$ cat config.mk
export PLATFORM = sky130hd
export DESIGN_NAME = id_fwd_scoreboard_flat
export DESIGN_NICKNAME = d
export VERILOG_FILES = /design/src/rtl/id_fwd_scoreboard_if.sv /design/src/rtl/id_fwd_scoreboard.sv /design/src/flat_wrapper.sv
export SDC_FILE = /design/constraint.sdc
export NUM_CORES = 1
export LEC_CHECK = 0
export ABC_CLOCK_PERIOD_IN_PS = 9400
export BUFFER_PORTS_ARGS = -buffer_cell sky130_fd_sc_hd__buf_4
export CORE_AREA = 2 2 159 161
export DETAILED_ROUTE_END_ITERATION = 8
export DIE_AREA = 0 0 161 163
export HOLD_SLACK_MARGIN = 0.08
export MAX_ROUTING_LAYER = met4
export PLACE_DENSITY = 0.7
export SYNTH_ARGS = -nofsm -noshare
export SYNTH_HDL_FRONTEND = slang
export SYNTH_SLANG_ARGS = --single-unit
export TNS_END_PERCENT = 1
$ cat constraint.sdc
create_clock -name clk_i -period 9.4 [get_ports clk_i]
set_clock_uncertainty 0.05 [all_clocks]
set_input_delay 0.94 -clock clk_i [delete_from_list [all_inputs] [get_ports clk_i]]
set_output_delay 0.94 -clock clk_i [all_outputs]
set_load 0.05 [all_outputs]
$ cat src/rtl/id_fwd_scoreboard_if.sv
// Operand-read, pipeline-writeback and long-latency bookkeeping bus between the
// ID stage (master) and the forwarding/scoreboard unit (slave).
interface id_fwd_scoreboard_if #(
    parameter int unsigned NUM_RP = 2,
    parameter int unsigned DATA_W = 32,
    parameter int unsigned CNT_W  = 16
);
    logic [NUM_RP-1:0]        rden_i;
    logic [5*NUM_RP-1:0]      raddr_i;
    logic [DATA_W*NUM_RP-1:0] rf_rdata_i;

    logic                     ex_we_i;
    logic [4:0]               ex_waddr_i;
    logic [DATA_W-1:0]        ex_wdata_i;
    logic                     ex_vld_i;

    logic                     mem_we_i;
    logic [4:0]               mem_waddr_i;
    logic [DATA_W-1:0]        mem_wdata_i;
    logic                     mem_vld_i;

    logic                     wb_we_i;
    logic [4:0]               wb_waddr_i;
    logic [DATA_W-1:0]        wb_wdata_i;

    logic                     lng_issue_i;
    logic [4:0]               lng_waddr_i;
    logic                     lng_done_i;
    logic [4:0]               lng_done_waddr_i;
    logic                     flush_i;
    logic                     cnt_clr_i;

    logic [DATA_W*NUM_RP-1:0] rdata_o;
    logic                     stall_req_o;
    logic                     sb_busy_o;
    logic                     sb_ovf_o;
    logic [CNT_W-1:0]         stall_cnt_o;

    modport master (
        output rden_i, raddr_i, rf_rdata_i,
        output ex_we_i, ex_waddr_i, ex_wdata_i, ex_vld_i,
        output mem_we_i, mem_waddr_i, mem_wdata_i, mem_vld_i,
        output wb_we_i, wb_waddr_i, wb_wdata_i,
        output lng_issue_i, lng_waddr_i, lng_done_i, lng_done_waddr_i,
        output flush_i, cnt_clr_i,
        input  rdata_o, stall_req_o, sb_busy_o, sb_ovf_o, stall_cnt_o
    );

    modport slave (
        input  rden_i, raddr_i, rf_rdata_i,
        input  ex_we_i, ex_waddr_i, ex_wdata_i, ex_vld_i,
        input  mem_we_i, mem_waddr_i, mem_wdata_i, mem_vld_i,
        input  wb_we_i, wb_waddr_i, wb_wdata_i,
        input  lng_issue_i, lng_waddr_i, lng_done_i, lng_done_waddr_i,
        input  flush_i, cnt_clr_i,
        output rdata_o, stall_req_o, sb_busy_o, sb_ovf_o, stall_cnt_o
    );
endinterface

$ cat src/rtl/id_fwd_scoreboard.sv
// ID-stage operand forwarding (EX > MEM > WB > RF) with a per-register
// pending-count scoreboard for long-latency ops and a saturating stall counter.
module id_fwd_scoreboard #(
    parameter int unsigned NUM_RP = 2,
    parameter int unsigned DATA_W = 32,
    parameter int unsigned PEND_W = 2,
    parameter int unsigned CNT_W  = 16
) (
    input  logic                 clk_i,
    input  logic                 rst_i,
    id_fwd_scoreboard_if.slave   bus
);
    localparam int unsigned NREG = 32;
    localparam logic [PEND_W-1:0] PEND_MAX = '1;

    logic [PEND_W-1:0]        r_pend [NREG];
    logic                     r_ovf;
    logic [CNT_W-1:0]         r_stall_cnt;

    logic [NUM_RP-1:0]        w_haz;
    logic [DATA_W*NUM_RP-1:0] w_rdata;
    logic                     w_stall;
    logic                     w_issue;
    logic                     w_done;
    logic [NREG-1:0]          w_inc;
    logic [NREG-1:0]          w_dec;
    logic                     w_busy;

    for (genvar p = 0; p < NUM_RP; p++) begin : g_port
        logic [4:0]        w_addr;
        logic [DATA_W-1:0] w_data;
        logic              w_fwd_haz;
        logic              w_done_byp;
        logic              w_pend_haz;

        assign w_addr = bus.raddr_i[5*p +: 5];

        // Op retiring this cycle with its last pending instance: take WB data, no stall.
        assign w_done_byp = bus.lng_done_i && (bus.lng_done_waddr_i == w_addr) &&
                            (r_pend[w_addr] == PEND_W'(1));
        assign w_pend_haz = (r_pend[w_addr] != '0) && !w_done_byp;

        // First matching in-flight stage wins; an unproduced result there stalls.
        always_comb begin
            w_data    = bus.rf_rdata_i[DATA_W*p +: DATA_W];
            w_fwd_haz = 1'b0;
            if (w_addr != 5'd0) begin
                if (bus.ex_we_i && bus.ex_waddr_i == w_addr) begin
                    w_data    = bus.ex_wdata_i;
                    w_fwd_haz = !bus.ex_vld_i;
                end else if (bus.mem_we_i && bus.mem_waddr_i == w_addr) begin
                    w_data    = bus.mem_wdata_i;
                    w_fwd_haz = !bus.mem_vld_i;
                end else if (w_done_byp || (bus.wb_we_i && bus.wb_waddr_i == w_addr)) begin
                    w_data    = bus.wb_wdata_i;
                end
            end
        end

        assign w_haz[p] = bus.rden_i[p] && (w_fwd_haz || w_pend_haz);
        assign w_rdata[DATA_W*p +: DATA_W] = rst_i ? '0 : w_data;
    end

    assign w_stall = !rst_i && (|w_haz);
    assign w_issue = bus.lng_issue_i && !bus.flush_i && !w_stall && (bus.lng_waddr_i != 5'd0);
    assign w_done  = bus.lng_done_i && (bus.lng_done_waddr_i != 5'd0);
    assign w_inc   = w_issue ? (NREG'(1) << bus.lng_waddr_i) : '0;
    assign w_dec   = w_done ? (NREG'(1) << bus.lng_done_waddr_i) : '0;

    // Pending counters saturate at both ends; any saturation is a sticky error.
    always_ff @(posedge clk_i or posedge rst_i) begin
        if (rst_i) begin
            for (int i = 0; i < NREG; i++) r_pend[i] <= '0;
            r_ovf <= 1'b0;
        end else begin
            for (int i = 1; i < NREG; i++) begin
                if (w_inc[i] && !w_dec[i]) begin
                    if (r_pend[i] == PEND_MAX) r_ovf <= 1'b1;
                    else                       r_pend[i] <= r_pend[i] + PEND_W'(1);
                end else if (w_dec[i] && !w_inc[i]) begin
                    if (r_pend[i] == '0) r_ovf <= 1'b1;
                    else                 r_pend[i] <= r_pend[i] - PEND_W'(1);
                end
            end
        end
    end

    always_ff @(posedge clk_i or posedge rst_i) begin
        if (rst_i)                      r_stall_cnt <= '0;
        else if (bus.cnt_clr_i)         r_stall_cnt <= '0;
        else if (w_stall && !(&r_stall_cnt)) r_stall_cnt <= r_stall_cnt + CNT_W'(1);
    end

    always_comb begin
        w_busy = 1'b0;
        for (int i = 0; i < NREG; i++) w_busy = w_busy | (r_pend[i] != '0);
    end

    assign bus.rdata_o     = w_rdata;
    assign bus.stall_req_o = w_stall;
    assign bus.sb_busy_o   = w_busy;
    assign bus.sb_ovf_o    = r_ovf;
    assign bus.stall_cnt_o = r_stall_cnt;
endmodule
$ cat src/flat_wrapper.sv
// flat-port wrapper written by rule: the top's interface ports become plain ports
module id_fwd_scoreboard_flat 
#(
    parameter int unsigned NUM_RP = 2,
    parameter int unsigned DATA_W = 32,
    parameter int unsigned PEND_W = 2,
    parameter int unsigned CNT_W  = 16
)
  (clk_i, rst_i, bus_rden_i, bus_raddr_i, bus_rf_rdata_i, bus_ex_we_i, bus_ex_waddr_i, bus_ex_wdata_i, bus_ex_vld_i, bus_mem_we_i, bus_mem_waddr_i, bus_mem_wdata_i, bus_mem_vld_i, bus_wb_we_i, bus_wb_waddr_i, bus_wb_wdata_i, bus_lng_issue_i, bus_lng_waddr_i, bus_lng_done_i, bus_lng_done_waddr_i, bus_flush_i, bus_cnt_clr_i, bus_rdata_o, bus_stall_req_o, bus_sb_busy_o, bus_sb_ovf_o, bus_stall_cnt_o);
  id_fwd_scoreboard_if #(.NUM_RP(NUM_RP), .DATA_W(DATA_W), .CNT_W(CNT_W)) bus_i ();
  input  logic clk_i;
  input  logic rst_i;
  input wire logic [$bits(bus_i.rden_i)-1:0] bus_rden_i;
  input wire logic [$bits(bus_i.raddr_i)-1:0] bus_raddr_i;
  input wire logic [$bits(bus_i.rf_rdata_i)-1:0] bus_rf_rdata_i;
  input wire logic [$bits(bus_i.ex_we_i)-1:0] bus_ex_we_i;
  input wire logic [$bits(bus_i.ex_waddr_i)-1:0] bus_ex_waddr_i;
  input wire logic [$bits(bus_i.ex_wdata_i)-1:0] bus_ex_wdata_i;
  input wire logic [$bits(bus_i.ex_vld_i)-1:0] bus_ex_vld_i;
  input wire logic [$bits(bus_i.mem_we_i)-1:0] bus_mem_we_i;
  input wire logic [$bits(bus_i.mem_waddr_i)-1:0] bus_mem_waddr_i;
  input wire logic [$bits(bus_i.mem_wdata_i)-1:0] bus_mem_wdata_i;
  input wire logic [$bits(bus_i.mem_vld_i)-1:0] bus_mem_vld_i;
  input wire logic [$bits(bus_i.wb_we_i)-1:0] bus_wb_we_i;
  input wire logic [$bits(bus_i.wb_waddr_i)-1:0] bus_wb_waddr_i;
  input wire logic [$bits(bus_i.wb_wdata_i)-1:0] bus_wb_wdata_i;
  input wire logic [$bits(bus_i.lng_issue_i)-1:0] bus_lng_issue_i;
  input wire logic [$bits(bus_i.lng_waddr_i)-1:0] bus_lng_waddr_i;
  input wire logic [$bits(bus_i.lng_done_i)-1:0] bus_lng_done_i;
  input wire logic [$bits(bus_i.lng_done_waddr_i)-1:0] bus_lng_done_waddr_i;
  input wire logic [$bits(bus_i.flush_i)-1:0] bus_flush_i;
  input wire logic [$bits(bus_i.cnt_clr_i)-1:0] bus_cnt_clr_i;
  output wire logic [$bits(bus_i.rdata_o)-1:0] bus_rdata_o;
  output wire logic [$bits(bus_i.stall_req_o)-1:0] bus_stall_req_o;
  output wire logic [$bits(bus_i.sb_busy_o)-1:0] bus_sb_busy_o;
  output wire logic [$bits(bus_i.sb_ovf_o)-1:0] bus_sb_ovf_o;
  output wire logic [$bits(bus_i.stall_cnt_o)-1:0] bus_stall_cnt_o;
  assign bus_i.rden_i = bus_rden_i;
  assign bus_i.raddr_i = bus_raddr_i;
  assign bus_i.rf_rdata_i = bus_rf_rdata_i;
  assign bus_i.ex_we_i = bus_ex_we_i;
  assign bus_i.ex_waddr_i = bus_ex_waddr_i;
  assign bus_i.ex_wdata_i = bus_ex_wdata_i;
  assign bus_i.ex_vld_i = bus_ex_vld_i;
  assign bus_i.mem_we_i = bus_mem_we_i;
  assign bus_i.mem_waddr_i = bus_mem_waddr_i;
  assign bus_i.mem_wdata_i = bus_mem_wdata_i;
  assign bus_i.mem_vld_i = bus_mem_vld_i;
  assign bus_i.wb_we_i = bus_wb_we_i;
  assign bus_i.wb_waddr_i = bus_wb_waddr_i;
  assign bus_i.wb_wdata_i = bus_wb_wdata_i;
  assign bus_i.lng_issue_i = bus_lng_issue_i;
  assign bus_i.lng_waddr_i = bus_lng_waddr_i;
  assign bus_i.lng_done_i = bus_lng_done_i;
  assign bus_i.lng_done_waddr_i = bus_lng_done_waddr_i;
  assign bus_i.flush_i = bus_flush_i;
  assign bus_i.cnt_clr_i = bus_cnt_clr_i;
  assign bus_rdata_o = bus_i.rdata_o;
  assign bus_stall_req_o = bus_i.stall_req_o;
  assign bus_sb_busy_o = bus_i.sb_busy_o;
  assign bus_sb_ovf_o = bus_i.sb_ovf_o;
  assign bus_stall_cnt_o = bus_i.stall_cnt_o;
  id_fwd_scoreboard #(.NUM_RP(NUM_RP), .DATA_W(DATA_W), .PEND_W(PEND_W), .CNT_W(CNT_W)) u_core (.clk_i(clk_i), .rst_i(rst_i), .bus(bus_i));
endmodule
; Word-level counts from Yosys, hierarchy flattened
; Cells that the tools add are included.
[totals]
reg_bits = 79
[op_classes]
bitwise_logic = 33
magnitude_cmp = 2
n_addsub = 63
n_reduce_logical = 290
n_mux = 274
n_eq_ne = 103
shift = 2
[op_table]
columns = op, count
row1 = 2-to-1 mux 32 bit, 12
row2 = 2-to-1 mux 2 bit, 128
row3 = nonzero test 2 bit, 66
row4 = 2-to-1 mux 1 bit, 130
row5 = AND reduction 3 bit, 31
row6 = logical AND 1 bit, 82
row7 = logical NOT 1 bit, 70
row8 = left shift 1 x 5 -> 32 bit (first input constant), 2
row9 = adder 2 x 1 -> 2 bit (second input constant), 31
row10 = equality test 2 bit (second input constant), 31
row11 = logical NOT 2 bit, 31
row12 = inequality test 2 x 1 -> 1 bit (second input constant), 31
row13 = inequality test 2 bit (second input constant), 31
row14 = subtractor 2 x 1 -> 2 bit (second input constant), 31
row15 = equality test 5 bit, 8
row16 = 2-to-1 mux 16 bit, 2
row17 = OR 1 bit, 31
row18 = binary-select mux 2 bit (select 5 bit), 2
row19 = nonzero test 5 bit, 4
row20 = adder 16 x 1 -> 16 bit (second input constant), 1
row21 = AND reduction 16 bit, 1
row22 = >= comparator 6 bit (second input constant), 2
row23 = NOT 5 -> 6 bit, 2
row24 = equality test 2 x 1 -> 1 bit (second input constant), 2
row25 = 2 further kinds, 5

; Logic depth before layout (Yosys ltp)
[depth]
ltp_word = 110
ltp_mapped = 17
depth_no_buf = 11

; Worst setup path after synthesis
; No wires, ideal clock.
[synth_path]
kind = input -> output
start = in bus_raddr_i[7]
end = out bus_rdata_o[32]
slack_ns = 3.994
stages = 12
t_arrival_ns = 4.416
path_cell_list = buf_2 > mux4_2 > a22oi_1 > a31oi_1 > a31oi_1 > and3b_1 > a31oi_1 > buf_2 > mux2i_1 > o21ai_0 > mux2i_1 > a211oi_1
[synth_between]
elab_chain_len = 12
elab_cells_between_ends = 21
cone_classes = eq/ne (5) / mux (8) / bitwise (1) / reduce/logical (7)
[synth_rtl]
columns = element, line
row1 = start: declaration, flat_wrapper.sv:14  ; input wire logic [$bits(bus_i.raddr_i)-1:0] bus_raddr_i;
row2 = NOT 5 -> 6 bit (implied by the code), id_fwd_scoreboard.sv:40  ; (r_pend[w_addr] == PEND_W'(1));
row3 = binary-select mux 2 bit (select 5 bit), id_fwd_scoreboard.sv:40
row4 = 2-to-1 mux 2 bit (implied by the code) (2 in a row), id_fwd_scoreboard.sv:40
row5 = equality test 2 x 1 -> 1 bit, id_fwd_scoreboard.sv:40
row6 = logical AND 1 bit, id_fwd_scoreboard.sv:39  ; assign w_done_byp = bus.lng_done_i && (bus.lng_done_waddr_i == w_addr) &&
row7 = logical OR 1 bit, id_fwd_scoreboard.sv:54  ; end else if (w_done_byp || (bus.wb_we_i && bus.wb_waddr_i == w_addr)) begin
row8 = 2-to-1 mux 32 bit, id_fwd_scoreboard.sv:54
row9 = 2-to-1 mux 32 bit, id_fwd_scoreboard.sv:51  ; end else if (bus.mem_we_i && bus.mem_waddr_i == w_addr) begin
row10 = 2-to-1 mux 32 bit, id_fwd_scoreboard.sv:48  ; if (bus.ex_we_i && bus.ex_waddr_i == w_addr) begin
row11 = 2-to-1 mux 32 bit *, id_fwd_scoreboard.sv:47  ; if (w_addr != 5'd0) begin
row12 = 2-to-1 mux 32 bit *, id_fwd_scoreboard.sv:61  ; assign w_rdata[DATA_W*p +: DATA_W] = rst_i ? '0 : w_data;
row13 = end: declaration, flat_wrapper.sv:33  ; output wire logic [$bits(bus_i.rdata_o)-1:0] bus_rdata_o;
; Every way passes the cells marked *; elsewhere a longest branch is shown, timed or not. The select of a mux whose other input is x is not followed.

; Worst setup path in the final report
[layout_path]
start = in bus_raddr_i[7]
end = out bus_rdata_o[43]
; The elaborated chain is that of the path after synthesis.

==> impl_metrics.toml <==
[outcome]
status = "complete, no violations"

[sta]
worst_pin_slew_ns = 0.946
finalHoldViolations = 0
setup_viol = 0
fin_crit_sh_pct = 57.5
period_minus_slack_ns = 5.40
final_max_slew_viol_count = 0
worst_slack_ns = 4.00
finalSetupTns_ns = 0
fmax_ghz = 0.185
slew_headroom_pct = 35.3
rsz0062_at_grt = "false"

[placement]
io_buffers = 289
place_congestion = 1.01
dpl.hpwl_um = 33500
dp_slack_ns = 3.99
post_dp_cell_area_sq_um = 12000

[worst_hold_path]
hp-class = "flip-flop to flip-flop"

[finish]
nNetsFinal = 1743
design_area_sq_um = 12400
layout-area-overhead-vs-synth_pct = 27.9
drive_above_1_share_pct = 24.9
finish.utilization_pct = 50.1

[clock_tree]
cts_htree_levels = 3
cts_hold_buffers = 0
cts_tree = "yes"
numCtsBuffers = 9
cts_resized = 0
cts.clk_slew.worst_paths_ns = 0.07
clk_root_buffer_cell = "clkbuf_16"
postCtsSetupBuffers = 0
clk_latency_ns = 0.36
clock_sinks = 79
clock_path_buffers = 2

[floorplan]
io_pins = 291
die_x_um = 161
core_sq_um = 24700
rows = 58
initial_utilization_pct = 39.2
die_area_sq_um = 26200
die_h_um = 163

[setup_path]
critPathArrivalTime_ns = 4.41
worstPathRequired_ns = 8.41
critPathLaunchType = "primary input"
path_class = "primary input to output port"
critPathCaptureType = "output port"
crit_path_max_fanout = 32

[route]
drc = 0
drtAntennaViolNets = 0
via_per_inst = 6.11
firstDrtPassIters = 6
drt_iter0_drc = 1147
num_vias = 11495
wl_um = 43300
wl_per_cell_um = 23.0

[yosys]
async_flop_share_pct = 100
ys_ff_latch = 79
synth-main-ff-cell = "dfrtp_1"
synth_edf_count = 0
postSynthCellCount = 1311
syn_area_sq_um = 9670
yosys_warnings = 2
synthDistinctLibCells = 68
syn-num-nets = 1520
synth-seq-area-share_pct = 20.4
avgSynthCellArea_sq_um = 7.38

[pwr]
ir_drop_mv = 0.130
p_per_area_nw_per_um2 = 127
leakage_uw = 0.00545
total_power_uw = 1570

[job]
maxCapViolCount = 0

[grt]
gr-usage-all-layers_pct = 32.7
grt_pass1_vias = 10648
grt_max_degree = 67
gr-total-overflow = 0
grt_first_pass_wirelength_um = 64200
antenna_found_initial = 11
-- sequential cells by signal, indices dropped and copies added (netlist names) --
register,cells
u_core.bus.stall_cnt_o,16
u_core.bus.sb_ovf_o,1
u_core.r_pend,62
-- per-layer routing --
metal	GRT usage, %	wire, um	up-vias
met5	-	0	-
met1	41.2	17400	5536
met4	13.9	1720	0
met3	6.39	3890	91
li1	-	-	5310
met2	51.5	20300	558
-- synth_stat cells (3+ instances only) --
master	n	share of area [%]
and3_1	20	1.3
inv_1	25	0.97
o22ai_1	4	0.26
nand3_1	53	2.7
a211oi_1	102	7.9
a221oi_1	5	0.45
nor3b_1	4	0.31
and2_1	9	0.58
mux2_2	12	1.4
and4_1	3	0.27
nor3_1	52	2.7
mux4_2	24	5.6
a21oi_1	51	2.6
mux4_1	3	0.81
o31ai_1	3	0.23
or3_1	15	0.97
xnor2_1	12	1.1
o32ai_1	4	0.36
o21a_1	3	0.23
nor2b_1	14	0.91
buf_1	6	0.23
o21ai_0	89	4.6
buf_4	5	0.39
o311ai_0	7	0.63
a311oi_1	3	0.27
a22oi_1	6	0.47
xor2_1	38	3.4
nand2_1	142	5.5
clkbuf_1	63	2.4
nand4_1	19	1.2
buf_2	14	0.72
o211ai_1	4	0.31
a31oi_1	13	0.84
mux2i_1	109	11
a21o_1	3	0.23
a2111oi_0	5	0.45
dfrtp_1	79	20
or2_2	9	0.58
nor2_1	214	8.3
or4_1	4	0.31
nand2b_1	12	0.78
nor4_1	15	0.97
-- final timing paths --
kind,start,end,slack (ns),depth (start not counted)
setup / recovery,bus_raddr_i[7],bus_rdata_o[43],4.00,13
hold / removal,u_core.r_pend[26]$_DFFE_PP0P_,u_core.r_pend[26]$_DFFE_PP0P_,0.53,1
setup reg to reg,u_core.r_pend[43]$_DFFE_PP0P_,u_core.bus.sb_ovf_o$_DFF_PP0_,4.65,11
hold reg to reg,u_core.r_pend[26]$_DFFE_PP0P_,u_core.r_pend[26]$_DFFE_PP0P_,0.53,1
max in group asynchronous,rst_i,u_core.r_pend[12]$_DFFE_PP0P_,7.28,3
min in group asynchronous,rst_i,u_core.r_pend[54]$_DFFE_PP0P_,0.92,2
-- where the power goes --
part | leakage [uW] | internal (uW) | total (uW) | switching (uW)
clock | 0.000166 | 244 | 406 | 161
combinational | 0.00429 | 269 | 596 | 327
sequential | 0.00100 | 404 | 566 | 162
-- worst max-delay path, stage by stage --
cell and delay (ns):
buf_4 0.28, mux4_2 0.54, a22oi_1 0.22, a31oi_1 0.11, a31oi_1 0.19, and3b_1 0.24, a31oi_4 0.14, buf_4 0.55
mux2i_1 0.16, o21ai_0 0.29, mux2i_1 0.12, a211oi_1 0.35, buf_4 0.26
-- logic make-up (layout without fill, tap and decap cells) --
kind of cell | after synthesis | after routing | share of synthesized area, %
buffers and inverters | 117 | 345 | 5.25
adder cells (fa/ha/maj) | 1 | 1 | 0.129
multiplexers | 148 | 148 | 19.1
XOR/XNOR | 50 | 50 | 4.53
flip-flops | 79 | 79 | 20.4
other | 1 | 13 | 0.0388
AND/OR/NAND/NOR | 592 | 592 | 28.1
AO/OA/AOI/OAI | 323 | 323 | 22.4
-- through the flow --
step                      std cells  hold WS [ns]
after floorplan                1311         0.449
after global placement         1853         0.496
after detailed placement       1853         0.504
after CTS                      1869         0.524
after global routing           1881         0.552
final                          1881         0.532
-- layout make-up --
type | instances | area (sq um)
fillers | 2462 | 12300
multi-input cells | 1115 | 7230
repair buffers | 304 | 2280
flip-flops and latches | 79 | 1980
well taps | 330 | 413
clock buffers | 10 | 239
clock inverters | 6 | 97.6
inverters | 25 | 95.1
diodes | 12 | 30.0
-- placed cells by master, fill, tap and decap left out, drive strengths merged, types with 4 or more instances in the layout --
| master | count |
|---|---|
| a2111oi | 6 |
| a211oi | 102 |
| a21oi | 51 |
| a221oi | 5 |
| a22oi | 6 |
| a311oi | 4 |
| a31oi | 14 |
| and2 | 9 |
| and3 | 20 |
| buf | 304 |
| clkbuf | 10 |
| dfrtp | 79 |
| diode | 12 |
| inv | 27 |
| mux2 | 12 |
| mux2i | 109 |
| mux4 | 27 |
| nand2 | 142 |
| nand2b | 12 |
| nand3 | 53 |
| nand4 | 19 |
| nor2 | 214 |
| nor2b | 14 |
| nor3 | 52 |
| nor3b | 4 |
| nor4 | 17 |
| o211ai | 4 |
| o21ai | 89 |
| o22ai | 4 |
| o311ai | 7 |
| o32ai | 4 |
| or2 | 10 |
| or3 | 15 |
| or4 | 4 |
| xnor2 | 12 |
| xor2 | 38 |
Power figures use the tool's default switching activity.
